[src/rtl/ad5318_spi_ctrl_if.sv]
// Command stream into the AD5318 serialiser.
// One 16-bit word plus channel address per valid/ready handshake.
interface ad5318_spi_ctrl_if;
  logic [15:0] tdata;
  logic [2:0]  tuser;
  logic        tvalid;
  logic        tready;

  modport master (
    output tdata, tuser, tvalid,
    input  tready
  );

  modport slave (
    input  tdata, tuser, tvalid,
    output tready
  );
endinterface

[src/rtl/ad5318_spi_ctrl.sv]
// AD5318 octal DAC 3-wire serialiser with optional LDAC pulse.
// Frames one 16-bit word MSB-first, sampled by the DAC on SCLK falls.
module ad5318_spi_ctrl #(
  parameter int CLK_DIV    = 2,
  parameter int SYNC_GAP   = 4,
  parameter int LDAC_PULSE = 0
) (
  input  logic clkin,
  input  logic rstn,
  ad5318_spi_ctrl_if.slave s,
  output logic SCLK,
  output logic DIN,
  output logic SYNC_b,
  output logic LDAC_b
);

  typedef enum logic [2:0] {
    IDLE, SHIFT, HOLD, GAP, LDAC
  } state_e;

  localparam logic [15:0] HALF_M1 = 16'(CLK_DIV - 1);
  localparam logic [15:0] GAP_M1  = 16'(SYNC_GAP - 1);
  localparam logic [15:0] LDAC_M1 = 16'(2 * CLK_DIV - 1);

  state_e      state_q, state_d;
  logic [15:0] cnt_q, cnt_d;
  logic [3:0]  bit_q, bit_d;
  logic [15:0] word_q, word_d;
  logic        data_q, data_d;
  logic        sclk_q, sclk_d;
  logic        din_q, din_d;
  logic        sync_q, sync_d;
  logic        ldac_q, ldac_d;
  logic        rdy_q, rdy_d;

  logic        half_done;
  logic [3:0]  nxt_bit;
  logic        unused_bits;

  assign unused_bits = ^s.tdata[14:10];
  assign half_done   = (cnt_q == HALF_M1);
  assign nxt_bit     = bit_q - 4'd1;

  always_comb begin
    state_d = state_q;
    cnt_d   = cnt_q;
    bit_d   = bit_q;
    word_d  = word_q;
    data_d  = data_q;
    sclk_d  = sclk_q;
    din_d   = din_q;
    sync_d  = sync_q;
    ldac_d  = ldac_q;
    rdy_d   = rdy_q;
    unique case (state_q)
      IDLE: begin
        rdy_d = 1'b1;
        if (s.tvalid && rdy_q) begin
          rdy_d   = 1'b0;
          state_d = SHIFT;
          cnt_d   = '0;
          bit_d   = 4'd15;
          data_d  = ~s.tdata[15];
          word_d  = s.tdata[15] ? s.tdata
                  : {1'b0, s.tuser, s.tdata[9:0], 2'b00};
          sync_d  = 1'b0;
          sclk_d  = 1'b1;
          din_d   = s.tdata[15];
        end
      end
      SHIFT: begin
        cnt_d = cnt_q + 16'd1;
        if (half_done) begin
          cnt_d = '0;
          if (sclk_q) begin
            sclk_d = 1'b0;
            if (bit_q == 4'd0) state_d = HOLD;
          end else begin
            sclk_d = 1'b1;
            bit_d  = nxt_bit;
            din_d  = word_q[nxt_bit];
          end
        end
      end
      // last low phase: SCLK and SYNC_b rise together
      HOLD: begin
        cnt_d = cnt_q + 16'd1;
        if (half_done) begin
          cnt_d   = '0;
          sclk_d  = 1'b1;
          sync_d  = 1'b1;
          state_d = GAP;
        end
      end
      GAP: begin
        cnt_d = cnt_q + 16'd1;
        if (cnt_q == GAP_M1) begin
          cnt_d = '0;
          if (LDAC_PULSE != 0 && data_q) begin
            state_d = LDAC;
            ldac_d  = 1'b0;
          end else begin
            state_d = IDLE;
          end
        end
      end
      LDAC: begin
        cnt_d = cnt_q + 16'd1;
        if (cnt_q == LDAC_M1) begin
          cnt_d   = '0;
          ldac_d  = 1'b1;
          state_d = IDLE;
        end
      end
      default: state_d = IDLE;
    endcase
  end

  always_ff @(posedge clkin) begin
    if (rstn) begin
      state_q <= IDLE;
      cnt_q   <= '0;
      bit_q   <= '0;
      word_q  <= '0;
      data_q  <= 1'b0;
      sclk_q  <= 1'b1;
      din_q   <= 1'b0;
      sync_q  <= 1'b1;
      ldac_q  <= 1'b1;
      rdy_q   <= 1'b0;
    end else begin
      state_q <= state_d;
      cnt_q   <= cnt_d;
      bit_q   <= bit_d;
      word_q  <= word_d;
      data_q  <= data_d;
      sclk_q  <= sclk_d;
      din_q   <= din_d;
      sync_q  <= sync_d;
      ldac_q  <= ldac_d;
      rdy_q   <= rdy_d;
    end
  end

  assign s.tready = rdy_q;
  assign SCLK     = sclk_q;
  assign DIN      = din_q;
  assign SYNC_b   = sync_q;
  assign LDAC_b   = ldac_q;

endmodule

[src/flat_wrapper.sv]
// flat-port wrapper written by rule: the top's interface ports become plain ports
module ad5318_spi_ctrl_flat 
#(
  parameter int CLK_DIV    = 2,
  parameter int SYNC_GAP   = 4,
  parameter int LDAC_PULSE = 0
)
  (clkin, rstn, SCLK, DIN, SYNC_b, LDAC_b, s_tdata, s_tuser, s_tvalid, s_tready);
  ad5318_spi_ctrl_if s_i ();
  input  logic clkin;
  input  logic rstn;
  output logic SCLK;
  output logic DIN;
  output logic SYNC_b;
  output logic LDAC_b;
  input wire logic [$bits(s_i.tdata)-1:0] s_tdata;
  input wire logic [$bits(s_i.tuser)-1:0] s_tuser;
  input wire logic [$bits(s_i.tvalid)-1:0] s_tvalid;
  output wire logic [$bits(s_i.tready)-1:0] s_tready;
  assign s_i.tdata = s_tdata;
  assign s_i.tuser = s_tuser;
  assign s_i.tvalid = s_tvalid;
  assign s_tready = s_i.tready;
  ad5318_spi_ctrl #(.CLK_DIV(CLK_DIV), .SYNC_GAP(SYNC_GAP), .LDAC_PULSE(LDAC_PULSE)) u_core (.clkin(clkin), .rstn(rstn), .s(s_i), .SCLK(SCLK), .DIN(DIN), .SYNC_b(SYNC_b), .LDAC_b(LDAC_b));
endmodule
[config.mk]
export PLATFORM = sky130hd
export DESIGN_NAME = ad5318_spi_ctrl_flat
export DESIGN_NICKNAME = d
export VERILOG_FILES = /design/src/rtl/ad5318_spi_ctrl_if.sv /design/src/rtl/ad5318_spi_ctrl.sv /design/src/flat_wrapper.sv
export SDC_FILE = /design/constraint.sdc
export NUM_CORES = 1
export LEC_CHECK = 0
export CAP_MARGIN = 40
export CORE_ASPECT_RATIO = 1.1
export CORE_UTILIZATION = 52
export CTS_BUF_LIST = sky130_fd_sc_hd__clkbuf_4 sky130_fd_sc_hd__clkbuf_8
export CTS_CLUSTER_DIAMETER = 60
export CTS_CLUSTER_SIZE = 8
export DETAILED_ROUTE_END_ITERATION = 10
export PLACE_DENSITY_LB_ADDON = 0.15
export SLEW_MARGIN = 20
export SYNTH_ARGS = -nofsm -noshare
export SYNTH_HDL_FRONTEND = slang
export SYNTH_SLANG_ARGS = --single-unit
[constraint.sdc]
create_clock -name clkin -period 2.3 [get_ports clkin]
set_input_delay 0.46 -clock clkin [delete_from_list [all_inputs] [get_ports clkin]]
set_output_delay 0.46 -clock clkin [all_outputs]
set_load 0.02 [all_outputs]
Word level (Yosys, flattened, before mapping)

Cells that the tools add are included.

Output and inout port bits: 5
Bits of input ports: 22
Logic and storage cells: 69
Bits in registers: 43

Equal/unequal tests: 13
Multiplexer cells: 30
Reductions and logical operators: 15
Add/subtract/negate cells: 2
Magnitude comparators: 1

Operators by type and width:

| cell                                                        | count |
|---|---|
| two-way mux 16 bit                                          | 4 |
| one-hot mux 16 bit (3 select lines)                         | 1 |
| two-way mux 3 bit                                           | 6 |
| adder 16 x 1 -> 16 bit (second input constant)              | 1 |
| equality test 16 x 1 -> 1 bit (second input constant)       | 1 |
| equality test 16 x 2 -> 1 bit (second input constant)       | 1 |
| two-way mux 4 bit                                           | 3 |
| != test 2 x 1 -> 1 bit (second input constant)              | 6 |
| one-hot mux 3 bit (4 select lines)                          | 1 |
| two-way mux 1 bit                                           | 10 |
| one-hot mux 4 bit (2 select lines)                          | 1 |
| AND reduction 4 bit                                         | 2 |
| equality test 3 x 2 -> 1 bit (second input constant)        | 2 |
| AND reduction 6 bit                                         | 1 |
| nonzero test 3 bit                                          | 2 |
| less-than comparator 4 x 5 -> 1 bit (second input constant) | 1 |
| binary-select mux 1 bit (select 4 bit)                      | 1 |
| logical NOT 4 bit                                           | 1 |
| one-hot mux 1 bit (2 select lines)                          | 2 |
| AND reduction 2 bit                                         | 2 |
| nonzero test 2 bit                                          | 2 |
| OR reduction 2 bit                                          | 2 |
| subtractor 4 x 1 -> 4 bit (second input constant)           | 1 |
| equality test 3 x 1 -> 1 bit (second input constant)        | 1 |
| other kinds (6)                                             | 6 |

Depth between registers and ports, before layout

Gate-level depths: netlist (run 1).

Word-level depth: 6
Gate-level depth with buffers: 9
Mapped depth without buffers: 7

Least setup slack after synthesis (run 1)

Ideal clock, no wire load.

Path type: flip-flop to flip-flop
Start point: reg u_core.bit_q[0]
End point: reg u_core.din_q, in the netlist u_core.DIN
Data arrival time: 2,021 ps
Period minus slack after synthesis: 2,163 ps
Setup time: 142 ps
Path slack: 137 ps
Buffers on the path: 1
Data required time: 2,158 ps
Cell stages (with the launch flop): 8
Path through: dfxtp_1 > clkbuf_1 > inv_1 > ha_1 > mux4_2 > mux4_2 > mux2i_1 > a311oi_1

Longest elaborated chain between the ends: 6

Ends and longest elaborated chain:

| item                                    | RTL line               | source |
|---|---|---|
| start: declaration                      | ad5318_spi_ctrl.sv:27  | `logic [3:0] bit_q, bit_d;` |
| start signal: assignment                | ad5318_spi_ctrl.sv:134 | `bit_q <= bit_d;` |
| subtractor 4 x 1 -> 4 bit               | ad5318_spi_ctrl.sv:42  | `assign nxt_bit = bit_q - 4'd1;` |
| binary-select mux 1 bit (select 4 bit)  | ad5318_spi_ctrl.sv:81  | `din_d = word_q[nxt_bit];` |
| two-way mux 1 bit (not written as such) | ad5318_spi_ctrl.sv:81  |  |
| two-way mux 1 bit                       | ad5318_spi_ctrl.sv:75  | `if (sclk_q) begin` |
| two-way mux 1 bit                       | ad5318_spi_ctrl.sv:73  | `if (half_done) begin` |
| one-hot mux 1 bit (2 select lines)      | ad5318_spi_ctrl.sv:55  | `unique case (state_q)` |
| end signal: assignment                  | ad5318_spi_ctrl.sv:138 | `din_q <= din_d;` |
| end: declaration                        | ad5318_spi_ctrl.sv:31  | `logic din_q, din_d;` |

Every way passes these cells. The select of a mux whose other input is x is not followed.
A chain may end at the register's enable or synchronous reset.

Worst setup path in the final report (run 1)

Start point: reg u_core.cnt_q[12]
End point: reg u_core.state_q[0]

Longest elaborated chain between the ends: 3
Elaborated cells between the ends (all ways): 6
Classes of those cells: 5 x eq/ne; 1 x reduce/logical

Ends and longest elaborated chain:

| item                                                                           | RTL line                                                             | source |
|---|---|---|
| start: declaration                                                             | ad5318_spi_ctrl.sv:26                                                | `logic [15:0] cnt_q, cnt_d;` |
| start signal: assignment                                                       | ad5318_spi_ctrl.sv:133                                               | `cnt_q <= cnt_d;` |
| equality test 16 x 1 -> 1 bit or equality test 16 x 2 -> 1 bit (tied branches) | ad5318_spi_ctrl.sv:41, ad5318_spi_ctrl.sv:97, ad5318_spi_ctrl.sv:109 |  |
| != test 2 x 1 -> 1 bit (no source line)                                        | -                                                                    |  |
| AND reduction 6 bit (no source line) *                                         | -                                                                    |  |
| end signal: assignment                                                         | ad5318_spi_ctrl.sv:132                                               | `state_q <= state_d;` |
| end: declaration                                                               | ad5318_spi_ctrl.sv:25                                                | `state_e state_q, state_d;` |

Every way passes the cells marked *; elsewhere a longest branch is shown, timed or not.

==> results.tsv, run 1 <==
metric	value	unit
width of the die	65.2	µm
Worst Setup Start Kind	flip-flop	
maximum vdd ir drop	0.373	mV
vias in the first global route	1723	
Vias/cell	5.76	
min-delay src	u_core.word_q[0]	
worst endpoint required time	2530	ps
register bit total from synthesis	42	
Mapped Nets	284	
Max Cap Violations	0	
Clock transition at path regs	80	ps
hold crit path type	flip-flop to flip-flop	
sequential element share of the synthesized area	36.8	%
max-slew violations	0	
Placer Congestion	0.804	
critical path's top delay family	simple AND/OR/NAND/NOR gates	
crit end category	flip-flop	
Pwr Density	956	nW/µm²
Leakage	1.01	nW
Clk pwr share	18.4	%
Die Height	71.5	µm
Detailed Routing Iterations Pass 1	4	
fin crit share	98.4	%
yosys warns	0	
CTS H-tree lvls	2	
first-pass GRT wire length	7910	µm
Combinational Power Share	45.3	%
Worst setup startpoint	u_core.cnt_q[12]	
final hold violations	0	
DIE AREA	4660	µm²
total CTS buffers	5	
cts hold-fix bufs	0	
DP HPWL	3510	µm
worst skew pair latency	290	ps
DR iter-0 viols	119	
commonest cells after routing, fill and taps aside	dfxtp_1, nor2_1, clkdlybuf4s50_1	
Pint	1.63	mW
clk_skew	7.39	ps
Mapped Cells	253	
grt total ovfl	0	
final setup vio count	0	
ys flop type	dfxtp_1	
worst slew pin tran	515	ps
All-Layer GR Usage	21.9	%
crit path max fanout	4	
port bufs	25	
Routed Wire Length	4680	µm
clock sink total	42	
Worst slew margin	65.4	%
Post-Syn Area per Cell	9.03	µm²
CTS tree	yes	
RR Startpoint	u_core.cnt_q[12]	
post-CTS sizing	0	
Synth Cell Area	2280	µm²
nets	315	
CTS root buffer	clkbuf_8	
top cell type's share of synthesized area	36.8	%
worst-case clock buffer depth	2	
commonest non-fill, non-tap cell in the layout	dfxtp_1	
Final ANT Viol Nets	0	
Synth area leader	dfxtp_1	
Synth area leaders	dfxtp_1, mux2i_1, nor2_1, a211oi_1, ha_1	
post-CTS setup buffers	0	
synth unique cells	45	
f_max	0.442	GHz
fin crit period	2260	ps
Core Region	4080	µm²
WS Path Type	flip-flop to flip-flop	
sequential share of power	36.3	%
TNS Setup	0	ps
RSZ-0062 raised after global routing	yes	
asr flop ratio synth	0	%
via count	1940	
num rows	24	
EDFF count, synth	0	
largest net degree at the start of global routing	31	
Switching Share	37.8	%
Area Growth Syn to Fin	20.1	%
P_sw	989	µW
worst path buffer plus inverter count	0	
Total Power	2.62	mW
WL/cell	13.9	µm
share of layout cells above drive strength 1	13.0	%
crit-path max cell delay	600	ps
starting density of the core	55.9	%
outcome	finished clean	
WP data arrival	2490	ps
crit path cell chain	or4_4 > o41ai_4 > a22oi_2 > or4_1 > a21oi_1	
crit path max-delay cell type	or4_4	
I/O pin total	27	
drt drc	0	
n_diodes	0	
initial antenna violation count	0	
[power by group through the flow]
stage	combinational [mW]	clock (mW)	sequential, mW
floorplan	0.821	0	0.965
global placement	1.16	0	0.962
detailed placement	1.18	0	0.968
CTS	1.18	0.493	0.950
global route	1.30	0.524	0.969
finish	1.19	0.482	0.952
[per-layer routing]
| layer | up-vias | GRT usage (%) | routed length [µm] | share of wire [%] |
|---|---|---|---|---|
| li1 | 985 | - | - | - |
| met2 | 57 | 32.0 | 2090 | 45 |
| met4 | 0 | 9.66 | 96 | 2.1 |
| met5 | - | 0 | 0 | 0 |
| met3 | 13 | 4.46 | 238 | 5.1 |
| met1 | 885 | 30.9 | 2260 | 48 |
[per-stage QoR]
stage / instances / area (µm²) / setup slack, ps / utilization, % / hold WS (ps)
2_1_floorplan: 253 / 2280 / 137 / - / 429
3_3_place_gp: 329 / 2640 / 107 / 64.7 / 441
3_5_place_dp: 329 / 2640 / 71.2 / 64.7 / 447
4_1_cts: 337 / 2730 / 53.2 / 66.9 / 456
5_1_grt: 337 / 2740 / -9.95 / 67.1 / 486
6_report: 337 / 2740 / 37.4 / 67.1 / 452
[cell families after synthesis]
kind of cell / share of synthesized area, %
buffers and inverters: 3.67
adder cells (fa/ha/maj): 4.93
flip-flops: 36.8
AND/OR/NAND/NOR: 21.5
XOR/XNOR: 4.99
multiplexers: 11.1
AO/OA/AOI/OAI: 16.8
other: 0.164
[worst register-to-register path, stage by stage, from the launching register on]
cell	delay (ps)
dfxtp_1	340
or4_4	600
o41ai_4	440
a22oi_2	160
or4_1	510
a21oi_1	160
[area by class of cell]
| class | count | area (µm²) |
|---|---|---|
| fill | 344 | 1340 |
| clock buffer | 6 | 76.3 |
| tap | 52 | 65.1 |
| multi-input combinational | 190 | 1370 |
| inverter | 6 | 22.5 |
| clock inverter | 2 | 13.8 |
| timing repair buffer | 39 | 355 |
| sequential | 42 | 841 |
[cell usage after synthesis, types with 5 or more instances]
library cell  count
nor3_1            6
dfxtp_1          42
nand4_1           5
mux2i_1          14
a31oi_1           6
a211oi_1         16
ha_1              9
xnor2_1           7
nand3_1           7
xor2_1            6
clkbuf_1         12
nand2_1          20
nor2_1           36
inv_1             6
mux4_2            5
a21oi_1          12
[state kept, by name, indices dropped and copies added (netlist names)]
signal           count
u_core.cnt_q        16
u_core.word_q       16
u_core.bit_q         4
u_core.state_q       2
u_core.DIN           1
u_core.SCLK          1
u_core.SYNC_b        1
u_core.s.tready      1
[worst paths after layout]
kind,slack [ps],cells after the start,end
min reg2reg,450,2,u_core.word_q[0]
max,40,5,u_core.state_q[0]
min,450,2,u_core.word_q[0]
max reg2reg,40,5,u_core.state_q[0]
Power figures use the tool's default switching activity.
==> inputs of run 2 (changes only) <==
--- a/config.mk
+++ b/config.mk
@@ -7,12 +7,12 @@
 export LEC_CHECK = 0
 export CAP_MARGIN = 40
 export CORE_ASPECT_RATIO = 1.1
-export CORE_UTILIZATION = 52
+export CORE_UTILIZATION = 55
 export CTS_BUF_LIST = sky130_fd_sc_hd__clkbuf_4 sky130_fd_sc_hd__clkbuf_8
 export CTS_CLUSTER_DIAMETER = 60
 export CTS_CLUSTER_SIZE = 8
 export DETAILED_ROUTE_END_ITERATION = 10
-export PLACE_DENSITY_LB_ADDON = 0.15
+export PLACE_DENSITY = 0.78
 export SLEW_MARGIN = 20
 export SYNTH_ARGS = -nofsm -noshare
 export SYNTH_HDL_FRONTEND = slang
==> constraint.sdc (replaced) <==
create_clock -name clkin -period 2.8 [get_ports clkin]
set_input_delay 0.56 -clock clkin [delete_from_list [all_inputs] [get_ports clkin]]
set_output_delay 0.56 -clock clkin [all_outputs]
set_load 0.02 [all_outputs]
==> run 2 against run 1 <==
Wire length grew 3.4%. Critical path depth grew 1. Clock skew grew 1.7 ps. Utilization grew 0.80 points. Via count shrank 0.57%. Die area shrank 5.3%. Hold slack gained 10 ps. Clock power shrank 14%. Sequential power shrank 18%. Highest routed layer unchanged.
==> results.tsv, run 2 (same netlist as run 1, synthesis figures left out) <==
metric	value	unit	change
final setup vio count	0		unchanged
Worst setup startpoint	u_core.cnt_q[0]		
CTS tree	yes		
worst skew pair latency	300	ps	about the same
Max Cap Violations	0		unchanged
DIE AREA	4410	µm²	-5.3%
Post-Place Cells	323		-1.8%
Post-Layout Cell Count	331		-1.8%
total CTS buffers	5		unchanged
Worst Setup Start Kind	flip-flop		
post-CTS sizing	0		unchanged
Combinational Power Share	43.9	%	-1.4 points
cts hold-fix bufs	0		unchanged
Pwr Density	795	nW/µm²	-17%
r2r worst-path depth	6		+1
Area Growth Syn to Fin	17.9	%	
Worst slew margin	62.0	%	-3.5 points
Clock transition at path regs	80	ps	about the same
Vias/cell	5.83		+1.2%
crit path max fanout	7		+3
initial antenna violation count	0		unchanged
sequential share of power	36.6	%	+0.3 points
num rows	24		unchanged
maximum vdd ir drop	0.365	mV	-1.9%
post-CTS setup buffers	0		unchanged
crit end category	flip-flop		
starting density of the core	57.6	%	+1.7 points
Pint	1.32	mW	-19%
WL/cell	14.6	µm	+5.3%
Clk pwr share	19.4	%	+1.0 points
hold crit path type	flip-flop to flip-flop		
Switching Share	38.1	%	+0.36 points
clock sink total	42		unchanged
Largest regs	u_core.cnt_q x16, u_core.word_q x16, u_core.bit_q x4		
crit-path max cell delay	520	ps	-80 ps
nets	309		-1.9%
footprint of the multi-input gates	1360	µm²	-0.64%
fin crit share	83.6	%	-15 points
width of the die	63.4	µm	-2.7%
commonest non-fill, non-tap cell in the layout	dfxtp_1		
Routed Wire Length	4840	µm	+3.4%
max-slew violations	0		unchanged
outcome	finished clean		
CTS root buffer	clkbuf_8		
Fill cells	323		-6.1%
Die Height	69.6	µm	-2.7%
vias in the first global route	1798		+4.4%
DP HPWL	3580	µm	+2.2%
Placer Congestion	0.849		+5.7%
worst endpoint required time	3030	ps	+500 ps
crit path cell chain	ha_1 > or3b_2 > nor4_4 > a22oi_2 > or4_1 > a21oi_1		
Final ANT Viol Nets	0		unchanged
largest net degree at the start of global routing	31		unchanged
CTS H-tree lvls	2		unchanged
DR iter-0 viols	259		+120%
clk_skew	9.09	ps	+1.70 ps
worst reg2reg path endpoint	u_core.state_q[0]		
f_max	0.427	GHz	-3.3%
Critical Path End	u_core.state_q[0]		
TNS Setup	0	ps	unchanged
All-Layer GR Usage	24.4	%	+2.5 points
Hold Crit Depth	2		unchanged
grt total ovfl	0		unchanged
n_diodes	0		unchanged
WS Path Type	flip-flop to flip-flop		
WP data arrival	2570	ps	+80 ps
crit path max-delay cell type	or3b_2		
drt drc	0		unchanged
share of layout cells above drive strength 1	10.4	%	-2.6 points
via count	1929		-0.57%
Detailed Routing Iterations Pass 1	4		unchanged
worst slew pin tran	571	ps	+55.5 ps
I/O pin total	27		unchanged
Leakage	0.984	nW	-2.8%
worst-case clock buffer depth	2		unchanged
RR Startpoint	u_core.cnt_q[0]		
fin crit period	2340	ps	+77.6 ps
reg2reg setup slack	460	ps	+420 ps
first-pass GRT wire length	8450	µm	+6.8%
Core Region	3960	µm²	-2.9%
commonest cells after routing, fill and taps aside	dfxtp_1, nor2_1, clkdlybuf4s50_1		
port bufs	25		unchanged
final hold violations	0		unchanged
Total Power	2.14	mW	-18%
FF/Latch Area	841	µm²	unchanged
RSZ-0062 raised after global routing	no		
min-delay src	u_core.word_q[0]		
P_sw	816	µW	-18%
[run 2: changes by cell type in the layout (fill, tap and decap cells not counted), sizes merged]
cell | before | now
buf | 14 | 8
clkbuf | 6 | 7
clkinv | 2 | 1
[run 2: worst min-delay path by stage]
stage	endpoint	slack, ps
2_1_floorplan	u_core.word_q[1]	430
3_3_place_gp	u_core.word_q[0]	440
3_5_place_dp	u_core.word_q[1]	450
4_1_cts	u_core.word_q[1]	460
5_1_grt	u_core.word_q[15]	480
6_report	u_core.word_q[0]	460
[run 2: cell type report]
type	count	area share [%]
inverter	6	0.836
timing repair buffer	33	11.5
multi-input combinational	190	50.5
clock buffer	7	3.35
sequential	42	31.2
tap	52	2.42
clock inverter	1	0.186
[run 2: power groups by stage]
stage | clock network (mW) | logic, mW | registers [mW]
3_3_place_gp | 0 | 0.908 | 0.792
6_report | 0.416 | 0.940 | 0.784
5_1_grt | 0.449 | 1.04 | 0.799
3_5_place_dp | 0 | 0.929 | 0.797
2_1_floorplan | 0 | 0.674 | 0.792
4_1_cts | 0.424 | 0.935 | 0.783
[run 2: worst max-delay path: cells and delay by family, from the launching register on]
| family | cells | cell delay (ps) |
|---|---|---|
| fa+ha+maj | 1 | 180 |
| compound gates | 2 | 280 |
| flops | 1 | 430 |
| simple gates | 3 | 1380 |
[run 2: per-stage QoR]
step	cell area [µm²]	util, %	hold slack [ps]	worst slack, ps
2_1_floorplan	2280	-	429	637
3_3_place_gp	2600	65.5	444	566
3_5_place_dp	2600	65.5	449	486
4_1_cts	2690	67.9	461	473
5_1_grt	2690	67.9	483	251
6_report	2690	67.9	462	460
[run 2: layer usage]
layer,track usage (%),up-vias,share of wire [%]
met5,0,-,0
met4,7.58,0,1.3
met3,5.43,8,3.6
met2,39.7,53,49
met1,31.8,896,46
li1,-,972,-
==> inputs of run 3 (changes only) <==
--- a/config.mk
+++ b/config.mk
@@ -7,12 +7,12 @@
 export LEC_CHECK = 0
 export CAP_MARGIN = 40
 export CORE_ASPECT_RATIO = 1.1
-export CORE_UTILIZATION = 55
+export CORE_UTILIZATION = 52
 export CTS_BUF_LIST = sky130_fd_sc_hd__clkbuf_4 sky130_fd_sc_hd__clkbuf_8
 export CTS_CLUSTER_DIAMETER = 60
 export CTS_CLUSTER_SIZE = 8
 export DETAILED_ROUTE_END_ITERATION = 10
-export PLACE_DENSITY = 0.78
+export PLACE_DENSITY = 0.77
 export SLEW_MARGIN = 20
 export SYNTH_ARGS = -nofsm -noshare
 export SYNTH_HDL_FRONTEND = slang
==> constraint.sdc (replaced) <==
create_clock -name clkin -period 2.12 [get_ports clkin]
set_input_delay 0.424 -clock clkin [delete_from_list [all_inputs] [get_ports clkin]]
set_output_delay 0.424 -clock clkin [all_outputs]
set_load 0.02 [all_outputs]
==> run 3 against run 2 <==
The run now ends with negative setup slack left. Largest cell class unchanged. Hold slack better by 0.53 ps. Critical path type unchanged. Die area up 5.6%. Global-route usage down 0.29 points. Critical path depth down 1. Combinational power up 47%. Non-clock buffer count increased by 26. Maximum frequency grew 7.3%.
==> results.tsv, run 3 (same netlist as run 1, synthesis figures left out) <==
metric	value	unit	change
fin worst setup slack	-60.7	ps	-521 ps
commonest non-fill, non-tap cell in the layout	dfxtp_1		
fin crit period	2180	ps	-159 ps
Final Instance Area	2930	µm²	+8.7%
nets	335		+8.4%
Placer Congestion	0.833		-1.9%
Total Power	3.05	mW	+42%
first-pass GRT wire length	8720	µm	+3.2%
Detailed Routing Iterations Pass 1	4		unchanged
Clock transition at path regs	90	ps	about the same
WL/cell	14.5	µm	-1.1%
Worst Setup Start Kind	flip-flop		
vias in the first global route	1943		+8.1%
worst endpoint required time	2360	ps	-670 ps
I/O pin total	27		unchanged
CTS root buffer	clkbuf_8		
critical path's top delay family	simple AND/OR/NAND/NOR gates		
outcome	finished, violations left		
final hold violations	0		unchanged
n_diodes	0		unchanged
TNS Setup	-124	ps	-124 ps
Pint	1.94	mW	+47%
worst-case clock buffer depth	2		unchanged
Hold Crit Depth	2		unchanged
r2r worst-path depth	5		-1
RR Startpoint	u_core.cnt_q[6]		
Routed Wire Length	5160	µm	+6.7%
crit path cell chain	or4_4 > o41ai_4 > a22oi_2 > or4_1 > a21oi_1		
via count	2044		+6.0%
Max Cap Violations	0		unchanged
f_max	0.459	GHz	+7.3%
crit path max fanout	4		-3
Endpoint, Worst Hold	u_core.word_q[1]		
Switching Share	36.3	%	-1.8 points
Largest regs	u_core.cnt_q x16, u_core.word_q x16, u_core.bit_q x4		
reg2reg setup slack	-60	ps	-520 ps
clock sink total	42		unchanged
largest net degree at the start of global routing	31		unchanged
sequential share of power	33.9	%	-2.7 points
crit path max-delay cell type	or4_4		
WS Path Type	flip-flop to flip-flop		
final setup vio count	3		+3
fin crit share	103	%	+19 points
DIE AREA	4660	µm²	+5.6%
Die Height	71.5	µm	+2.8%
port bufs	25		unchanged
worst path buffer plus inverter count	0		unchanged
initial antenna violation count	0		unchanged
min-delay src	u_core.word_q[1]		
drt drc	0		unchanged
worst skew pair latency	300	ps	about the same
RSZ-0062 raised after global routing	yes		
Combinational Power Share	45.2	%	+1.3 points
commonest cells after routing, fill and taps aside	dfxtp_1, nor2_1, buf_4		
P_sw	1.11	mW	+36%
crit-path max cell delay	590	ps	+70 ps
placed inst area	2760	µm²	+6.4%
All-Layer GR Usage	24.1	%	-0.29 points
num rows	24		unchanged
Area Growth Syn to Fin	28.2	%	
maximum vdd ir drop	0.430	mV	+18%
max-slew violations	0		unchanged
CTS H-tree lvls	2		unchanged
Vias/cell	5.73		-1.8%
width of the die	65.2	µm	+2.8%
starting density of the core	55.9	%	-1.7 points
Clk pwr share	20.9	%	+1.5 points
CTS tree	yes		
total CTS buffers	5		unchanged
worst slack at placement	-70.1	ps	-556 ps
violations in the final reports	negative setup slack		
hold crit path type	flip-flop to flip-flop		
DR iter-0 viols	120		-54%
DP HPWL	3780	µm	+5.5%
share of layout cells above drive strength 1	20.0	%	+9.6 points
clk_skew	9.05	ps	-0.0368 ps
WP data arrival	2420	ps	-150 ps
Final ANT Viol Nets	0		unchanged
grt total ovfl	0		unchanged
cts hold-fix bufs	0		unchanged
Pwr Density	1040	nW/µm²	+31%
crit end category	flip-flop		
worst reg2reg path endpoint	u_core.state_q[0]		
Leakage	1.13	nW	+14%
Core Region	4080	µm²	+3.0%
[run 3: changes by cell type in the layout (fill, tap and decap cells not counted), sizes merged]
cell and change:
buf +26, clkbuf -2, bufinv +1, clkinv +1
[run 3: how the worst max path moves through the flow]
| stage | from | end | slack (ps) | depth (start not counted) |
|---|---|---|---|---|
| finish | u_core.cnt_q[6] | u_core.state_q[0] | -60 | 5 |
| global route | u_core.cnt_q[6] | u_core.state_q[1] | -160 | 5 |
| CTS | u_core.cnt_q[13] | u_core.state_q[0] | -60 | 5 |
| detailed placement | u_core.cnt_q[12] | u_core.state_q[0] | -70 | 5 |
| global placement | u_core.cnt_q[12] | u_core.state_q[0] | -50 | 5 |
| floorplan | u_core.cnt_q[13] | u_core.cnt_q[0] | 2 | 6 |
[run 3: through the flow]
step,utilization (%),instances,hold slack [ps]
floorplan,-,253,429
global route,71.7,357,475
CTS,70.7,354,467
global placement,67.6,345,445
detailed placement,67.6,345,456
finish,71.7,357,463
[run 3: worst min-delay path, delay by kind of cell, from the launching register on]
kind	cells	cell delay, ps
AO/OA/AOI/OAI	1	50
flip-flops	1	320
AND/OR/NAND/NOR	1	60
[run 3: cell type report]
class	count	area, µm²
fillers	321	1160
inverters	6	22.5
well taps	52	65.1
repair buffers	59	505
multi-input cells	190	1380
clock buffers	5	68.8
flip-flops and latches	42	842
clock inverters	3	40.0
[run 3: timing repair]
action                     CTS  global route
pin swaps                    4             4
gates resized for setup      2             5
setup endpoints to repair    5            19
setup buffers                1             3
[run 3: power groups by stage]
stage	Clock [mW]	Combinational, mW	Sequential (mW)
global placement	0	1.28	1.04
floorplan	0	0.892	1.05
detailed placement	0	1.30	1.05
finish	0.636	1.38	1.03
global route	0.672	1.52	1.05
CTS	0.638	1.31	1.03
[run 3: layer usage]
| metal | vias to the layer above | share of wire, % | global-route usage, % |
|---|---|---|---|
| li1 | 1023 | - | - |
| met1 | 976 | 46 | 29.8 |
| met2 | 38 | 49 | 41.4 |
| met3 | 7 | 3.3 | 4.94 |
| met4 | 0 | 1.3 | 7.97 |
| met5 | - | 0 | 0 |
